File: src/rtl/axi_rd_arb_pkg.sv
// rtl/axi_rd_arb_pkg.sv - shared types and widths for the AXI read-channel arbiter
//
// Purpose: channel payload structs, FSM state type and ID-tagging constants
// used by axi_rd_arbiter and its testbench.
// Widths:  slave-side ID width comes from AXI_IDS_BITS (8 unless the build
//          already defines it); master-side ID width is IDM_W; the master
//          index sits in TAG_BITS bits directly above the master ID.

`ifndef AXI_IDS_BITS
`define AXI_IDS_BITS 8
`endif

package axi_rd_arb_pkg;

  localparam int IDS_BITS    = `AXI_IDS_BITS;
  localparam int IDM_W       = 4;
  localparam int TAG_BITS    = 2;
  localparam int ID_PAD_BITS = IDS_BITS - TAG_BITS - IDM_W;

  typedef struct packed {
    logic [IDM_W-1:0] id;
    logic [31:0]      addr;
    logic [3:0]       len;
    logic [2:0]       size;
    logic [1:0]       burst;
  } ar_m_t;

  typedef struct packed {
    logic [IDS_BITS-1:0] id;
    logic [31:0]         addr;
    logic [3:0]          len;
    logic [2:0]          size;
    logic [1:0]          burst;
  } ar_s_t;

  typedef struct packed {
    logic [IDM_W-1:0] id;
    logic [31:0]      data;
    logic [1:0]       resp;
    logic             last;
  } r_m_t;

  typedef struct packed {
    logic [IDS_BITS-1:0] id;
    logic [31:0]         data;
    logic [1:0]          resp;
    logic                last;
  } r_s_t;

  typedef enum logic [1:0] {
    IDLE = 2'd0,
    ADDR = 2'd1,
    DATA = 2'd2
  } state_t;

  // Slave-side ID: zero pad, master tag, original master ID.
  function automatic logic [IDS_BITS-1:0] tag_id(input logic [TAG_BITS-1:0] tag,
                                                 input logic [IDM_W-1:0]    id);
    return {{ID_PAD_BITS{1'b0}}, tag, id};
  endfunction

endpackage

File: src/rtl/axi_rd_arbiter_rr_picker.sv
// rtl/axi_rd_arbiter_rr_picker.sv - rotating-priority request picker
//
// Purpose: choose the first active request at or after ptr, wrapping at NUM_M.
// Ports:
//   req     in   NUM_M  request vector
//   ptr     in   2      index holding highest priority (must be < NUM_M)
//   onehot  out  NUM_M  one-hot winner, all zero when nothing requests
//   idx     out  2      winner index
//   any     out  1      at least one request present

module rr_picker #(
  parameter int NUM_M = 2
) (
  input  logic [NUM_M-1:0] req,
  input  logic [1:0]       ptr,
  output logic [NUM_M-1:0] onehot,
  output logic [1:0]       idx,
  output logic             any
);

  logic [2:0] cand;

  always_comb begin
    onehot = '0;
    idx    = '0;
    any    = 1'b0;
    cand   = '0;
    for (int i = 0; i < NUM_M; i++) begin
      // Candidate index ptr+i folded back into 0..NUM_M-1.
      cand = {1'b0, ptr} + 3'(i);
      if (cand >= 3'(NUM_M)) begin
        cand = cand - 3'(NUM_M);
      end
      // Inner scan turns the computed index into a constant bit select.
      for (int j = 0; j < NUM_M; j++) begin
        if (!any && (cand == 3'(j)) && req[j]) begin
          onehot[j] = 1'b1;
          idx       = 2'(j);
          any       = 1'b1;
        end
      end
    end
  end

endmodule

File: src/rtl/axi_rd_arbiter.sv
// rtl/axi_rd_arbiter.sv - shares one AXI slave read port between NUM_M read masters
//
// Purpose: grants one read burst at a time. The winning AR is latched and
// forwarded with the master index tagged into the upper ID bits; R beats are
// then routed combinationally to the granted master until RLAST.
// Build option: RD_ARB_FIXED_PRIO_EN selects fixed priority (lowest index
// wins, rr_ptr held at 0); left undefined the arbitration is round-robin.
// Ports:
//   ACLK, ARESETn        clock, asynchronous active-low reset
//   M_AR[NUM_M]          in   per-master AR payload
//   M_ARVALID/M_ARREADY  in/out per-master AR handshake
//   M_R[NUM_M]           out  per-master R payload (ID truncated to IDM_BITS)
//   M_RVALID/M_RREADY    out/in per-master R handshake
//   S_AR, S_ARVALID      out  slave AR payload (tagged 8-bit ID) and valid
//   S_ARREADY            in   slave AR ready
//   S_R, S_RVALID        in   slave R payload and valid
//   S_RREADY             out  slave R ready

module axi_rd_arbiter
  import axi_rd_arb_pkg::*;
#(
  parameter int NUM_M    = 2,
  parameter int IDM_BITS = IDM_W
) (
  input  logic             ACLK,
  input  logic             ARESETn,
  input  ar_m_t            M_AR      [NUM_M],
  input  logic [NUM_M-1:0] M_ARVALID,
  output logic [NUM_M-1:0] M_ARREADY,
  output r_m_t             M_R       [NUM_M],
  output logic [NUM_M-1:0] M_RVALID,
  input  logic [NUM_M-1:0] M_RREADY,
  output ar_s_t            S_AR,
  output logic             S_ARVALID,
  input  logic             S_ARREADY,
  input  r_s_t             S_R,
  input  logic             S_RVALID,
  output logic             S_RREADY
);

  state_t           state;
  logic [1:0]       grant;
  logic [1:0]       rr_ptr;
  logic [NUM_M-1:0] win_oh;
  logic [1:0]       win_idx;
  logic             win_any;
  ar_m_t            win_ar;
  ar_s_t            win_sar;
  logic             g_rready;
  logic             r_done;

  // Upper slave ID bits carry our own tag back; routing uses grant instead.
  logic [IDS_BITS-IDM_BITS-1:0] unused_rid_tag;
  assign unused_rid_tag = S_R.id[IDS_BITS-1:IDM_BITS];

  // In fixed-priority builds rr_ptr never leaves 0, so the same picker
  // degenerates to lowest-index-wins.
  rr_picker #(
    .NUM_M (NUM_M)
  ) u_picker (
    .req    (M_ARVALID),
    .ptr    (rr_ptr),
    .onehot (win_oh),
    .idx    (win_idx),
    .any    (win_any)
  );

  always_comb begin
    win_ar = '0;
    for (int i = 0; i < NUM_M; i++) begin
      if (win_oh[i]) begin
        win_ar = M_AR[i];
      end
    end
    win_sar.id    = tag_id(win_idx, win_ar.id);
    win_sar.addr  = win_ar.addr;
    win_sar.len   = win_ar.len;
    win_sar.size  = win_ar.size;
    win_sar.burst = win_ar.burst;
  end

  always_comb begin
    g_rready = 1'b0;
    for (int i = 0; i < NUM_M; i++) begin
      if (grant == 2'(i)) begin
        g_rready = M_RREADY[i];
      end
    end
  end

  assign r_done = S_RVALID && g_rready && S_R.last;

  // AR ready is offered only while idle; gating with ARESETn keeps it low
  // while reset is held even if a master already drives ARVALID.
  always_comb begin
    M_ARREADY = '0;
    M_RVALID  = '0;
    S_RREADY  = 1'b0;
    for (int i = 0; i < NUM_M; i++) begin
      M_R[i] = '0;
    end
    if (ARESETn && (state == IDLE)) begin
      M_ARREADY = win_oh;
    end
    if (state == DATA) begin
      S_RREADY = g_rready;
      for (int i = 0; i < NUM_M; i++) begin
        if (grant == 2'(i)) begin
          M_RVALID[i]  = S_RVALID;
          M_R[i].id    = S_R.id[IDM_BITS-1:0];
          M_R[i].data  = S_R.data;
          M_R[i].resp  = S_R.resp;
          M_R[i].last  = S_R.last;
        end
      end
    end
  end

  always_ff @(posedge ACLK or negedge ARESETn) begin
    if (!ARESETn) begin
      state     <= IDLE;
      grant     <= '0;
      rr_ptr    <= '0;
      S_ARVALID <= 1'b0;
      S_AR      <= '0;
    end else begin
      unique case (state)
        IDLE: begin
          if (win_any) begin
            grant     <= win_idx;
            S_AR      <= win_sar;
            S_ARVALID <= 1'b1;
            state     <= ADDR;
          end
        end
        ADDR: begin
          if (S_ARREADY) begin
            S_ARVALID <= 1'b0;
            S_AR      <= '0;
            state     <= DATA;
          end
        end
        DATA: begin
          if (r_done) begin
            state <= IDLE;
`ifdef RD_ARB_FIXED_PRIO_EN
            rr_ptr <= '0;
`else
            // The master just served drops to lowest priority.
            rr_ptr <= (grant == 2'(NUM_M - 1)) ? 2'd0 : grant + 2'd1;
`endif
          end
        end
        default: begin
          state     <= IDLE;
          S_ARVALID <= 1'b0;
        end
      endcase
    end
  end

endmodule

File: config.mk
export PLATFORM = sky130hd
export DESIGN_NAME = axi_rd_arbiter
export DESIGN_NICKNAME = d
export VERILOG_FILES = /design/src/rtl/axi_rd_arb_pkg.sv /design/src/rtl/axi_rd_arbiter_rr_picker.sv /design/src/rtl/axi_rd_arbiter.sv
export SDC_FILE = /design/constraint.sdc
export NUM_CORES = 1
export LEC_CHECK = 0
export ABC_AREA = 1
export CAP_MARGIN = 15
export CORE_AREA = 4 4 105 107
export CTS_BUF_LIST = sky130_fd_sc_hd__clkbuf_2 sky130_fd_sc_hd__clkbuf_4 sky130_fd_sc_hd__clkbuf_8
export CTS_CLUSTER_SIZE = 25
export DETAILED_ROUTE_END_ITERATION = 10
export DIE_AREA = 0 0 109 111
export GPL_TIMING_DRIVEN = 1
export PLACE_DENSITY = 0.89
export SLEW_MARGIN = 10
export SYNTH_ARGS = -nofsm -noshare
export SYNTH_HDL_FRONTEND = slang
export SYNTH_SLANG_ARGS = --single-unit
File: constraint.sdc
create_clock -name ACLK -period 2.65 [get_ports ACLK]
set_input_delay 0.795 -clock ACLK [delete_from_list [all_inputs] [get_ports ACLK]]
set_output_delay 0.795 -clock ACLK [all_outputs]
set_load 0.1 [all_outputs]
---- Word level (Yosys, flattened, before mapping) ----
Cells that the tools add are included.
operators by class
  $add $sub $neg .......................... 4
  $lt $le $gt $ge ......................... 2
  equality and inequality tests ........... 8
  mux-type cells .......................... 35
  bitwise gates (word level) .............. 1
  reductions and logical operators ........ 23
operators with widths
  kind                                                  count
  2-to-1 mux 49 bit                                     2
  one-hot mux 49 bit (2 select lines)                   1
  2-to-1 mux 45 bit                                     2
  2-to-1 mux 39 bit                                     2
  2-to-1 mux 78 bit                                     1
  2-to-1 mux 1 bit                                      17
  2-to-1 mux 2 bit                                      6
  logical AND 1 bit                                     10
  AND reduction 3 bit                                   3
  equality test 3 x 1 -> 1 bit (second input constant)  2
  logical NOT 3 bit                                     2
  2-to-1 mux 3 bit                                      2
  one-hot mux 2 bit (3 select lines)                    1
  equality test 2 x 1 -> 1 bit (second input constant)  2
  logical NOT 2 bit                                     2
  inequality test 2 bit (second input constant)         2
  AND reduction 2 bit                                   2
  adder 2 x 1 -> 3 bit (second input constant)          1
  >= comparator 3 x 2 -> 1 bit (second input constant)  1
  logical NOT 1 bit                                     3
  one-hot mux 1 bit (3 select lines)                    1
  subtractor 2 x 2 -> 3 bit (second input constant)     1
  subtractor 3 x 2 -> 3 bit (second input constant)     1
  adder 2 x 1 -> 2 bit (second input constant)          1
  other kinds (5)                                       5
word-level totals
  register bits after elaboration ......... 56
  bits of input ports ..................... 141
  output and inout bits ................... 133
  logic and storage cells ................. 82

---- Depth between registers and ports, before layout ----
  depth in word-level cells ............... 20
  gate-level depth with buffers ........... 10
  mapped depth without buffers ............ 8

---- Hierarchy ----
Synthesis repeated with hierarchy kept, for this count alone.
second synthesis, totals
  cell total of the unflattened synthesis .. 550
  area, all modules ....................... 3494.6 sq um
modules (own cells, without submodules)
  module          instances  cells an instance  area each (sq um)  sequential area each (sq um)
  axi_rd_arbiter  1          538                3440.8             1351.3
  rr_picker       1          12                 53.8               0.0

---- Worst setup path after synthesis ----
No wires, ideal clock.
  path kind ............................... input-to-output
  start point ............................. in M_RREADY[0]
  end point ............................... out S_RREADY
  arrival ................................. 2.313 ns
  required time ........................... 1.855 ns
  path slack .............................. -0.458 ns
  stages on the path ...................... 4
  buffers on the path ..................... 0
  cells stage by stage .................... inv_1 -> o21ai_0 -> inv_1 -> nor2_1
on the way
  longest elaborated chain between the ends .. 3
RTL lines
  element                         line                   RTL
  start, declared                 axi_rd_arbiter.sv:32   input logic [NUM_M-1:0] M_RREADY,
  2-to-1 mux 1 bit (2 in series)  axi_rd_arbiter.sv:85   if (grant == 2'(i)) begin
  2-to-1 mux 1 bit                axi_rd_arbiter.sv:105  if (state == DATA) begin
  end, declared                   axi_rd_arbiter.sv:38   output logic S_RREADY
No other way between the ends.

==> results.cfg <==
[clock_network]
insertion_delay_ns = 0.30
holdBufCountCts = 0
cts_max_path_buffers = 2
cts_made_buffers = 5
clk_pin_slew_worst_paths_ns = 0.10
htreeDepth = 2
cts.sinks = 51
cts_root_buffer = clkbuf_8
tritoncts = built

[routing]
num_vias = 4328
routed_wl_um = 15300
vias_per_cell = 4.69
wl_per_cell_um = 16.6
drc = 0
antenna_left = 0
drtIter0Drc = 229
firstDrtPassIters = 4

[grt]
grt_antenna_before_repair = 1
grt_pass1_wl_um = 22400
grt_pass1_vias = 4233
overflow = 0
grt_max_degree = 52
grt_use_total_pct = 23.6

[floorplanning]
die_width_um = 109
initial_core_util_pct = 35.0
io-pin-count = 274
fp-row-count = 37
coreArea_um2 = 10100
die_h_um = 111
dieArea_um2 = 12100

[worst_setup_path]
startpoint_type = input port
end_kind = output pin
crit_fanout = 2
critPathKind = input port to output pin
cp_slowest_cell = clkdlybuf4s50_1
worst-endpoint-required_ns = 1.86
cp_cell_sequence = clkdlybuf4s50_1 -> inv_1 -> nor2_1 -> buf_12
crit_arrival_ns = 1.81
crit_path_max_incr_delay_ns = 0.46

[sta]
tightest_slew_ns = 0.648
min_period_ns = 2.60
slew_headroom_pct = 56.8
layout_setup_ws_ns = 0.0454
slew_viol_final = 0
finClkSkew_ns = 0.00651
fin_crit_sh_pct = 98.3
finalSetupViolCount = 0
hold_viol = 0
max_freq_ghz = 0.384

[outcome]
run_status = finished clean

[synth]
postSynthCellCount = 530
syn-cell-area_um2 = 3550
avgSynthCellArea_um2 = 6.69
ys_warn_count = 0
ys_types = 22
ys_seq_elements = 51
yosysSeqAreaShare_pct = 36.0

[placed_design]
post-place-ws_ns = -0.0927
place_congestion = 0.778
port_buffers = 266
dpl.hpwl_um = 11900

[finish]
final_common_cell = nand2_1
most-common-layout-cells = 165 x nand2_1, 132 x clkdlybuf4s50_1, 86 x buf_12, 73 x inv_1, 65 x nand3_1
area_growth_pct = 109
drive_gt1_share_pct = 28.9
fin_nets = 925
utilization_pct = 73.2

[min_path]
min_path_type = register to register

[power_and_ir_drop]
p_leak_nw = 3.66
p_per_area_nw_per_um2 = 1230
peakVddDrop_v = 0.000970
power_mw = 9.11

[run]
cap_violations = 0
## logic make-up (layout without fill, tap and decap cells)
group	count (synthesis)	in the layout	synth area share, %
and+or+nand+nor	357	357	47.0
buffers and inverters	116	369	15.7
DFF	51	51	36.0
AOI/OAI and AO/OA	5	5	1.20
other	1	4	0.106
## where the power goes
part,switching [mW],total [mW],leakage [nW],internal [mW]
registers,0.219,1.34,0.645,1.12
clock network,0.268,0.550,0.0581,0.282
logic,5.29,7.22,2.95,1.93
## sequential cells by signal, indices dropped and copies added, names as in the netlist
signal / flops
state: 2
S_AR: 46
grant: 1
rr_ptr: 1
S_ARVALID: 1
## stage by stage
step                instances  setup TNS (ns)  area (um2)  hold WS [ns]
global placement          908          -0.142        7200         0.456
floorplan                 532          -11.53        3760         0.499
finish                    922               0        7420         0.488
detailed placement        908          -0.179        7200         0.469
CTS                       920         -0.0209        7380         0.493
global route              922        -0.00164        7420         0.528
## worst max-delay path, delay by kind of cell
family | cells | cell delay [ns]
AND/OR/NAND/NOR | 1 | 0.24
buffers and inverters | 3 | 0.77
## repair_timing
action,in CTS,in global routing
setup buffers,3,0
resized for setup,6,8
cloned,1,1
endpoints found under the setup margin,43,13
pin swaps,1,2
## synth_stat cells (all sizes together)
| master | number | share of area, % |
|---|---|---|
| a21boi | 1 | 0.53 |
| a21oi | 1 | 0.25 |
| and3 | 2 | 0.35 |
| buf | 32 | 6.8 |
| clkbuf | 9 | 0.95 |
| conb | 1 | 0.11 |
| dfrtp | 51 | 36 |
| inv | 75 | 7.9 |
| nand2 | 167 | 18 |
| nand3 | 76 | 12 |
| nand4 | 26 | 4.6 |
| nor2 | 85 | 12 |
| o21ai | 3 | 0.42 |
| or2 | 1 | 0.18 |
## cell type report
| type | instances | area (um2) |
|---|---|---|
| Timing Repair Buffer | 286 | 3620 |
| Fill cell | 711 | 2720 |
| Multi-Input combinational cell | 365 | 1960 |
| Sequential cell | 51 | 1280 |
| Inverter | 75 | 282 |
| Tap cell | 136 | 170 |
| Clock buffer | 5 | 68.8 |
| Clock inverter | 3 | 43.8 |
| Antenna cell | 1 | 2.50 |
## worst paths after layout
| check | startpoint | to | cells past startpoint | slack, ns |
|---|---|---|---|---|
| setup / recovery | S_R[36] | M_R[36] | 4 | 0.05 |
| hold / removal | S_ARVALID$_DFFE_PN0P_ | S_ARVALID$_DFFE_PN0P_ | 2 | 0.49 |
| setup reg to reg | state[0]$_DFFE_PN0P_ | S_AR[28]$_DFFE_PN0P_ | 7 | 0.92 |
| hold reg to reg | S_ARVALID$_DFFE_PN0P_ | S_ARVALID$_DFFE_PN0P_ | 2 | 0.49 |
| max in group asynchronous | ARESETn | state[0]$_DFFE_PN0P_ | 2 | 1.55 |
| min in group asynchronous | ARESETn | S_AR[1]$_DFFE_PN0P_ | 2 | 0.65 |
## per-layer routing
layer  vias up  part of all wire, %  GRT usage (%)
met2       197                   54           45.2
met3        28                  9.2           6.29
met1      1981                   34           23.9
li1       2122                    -              -
met5         -                    0              0
met4         0                  2.9           7.91
(Power assumes the default switching activity.)
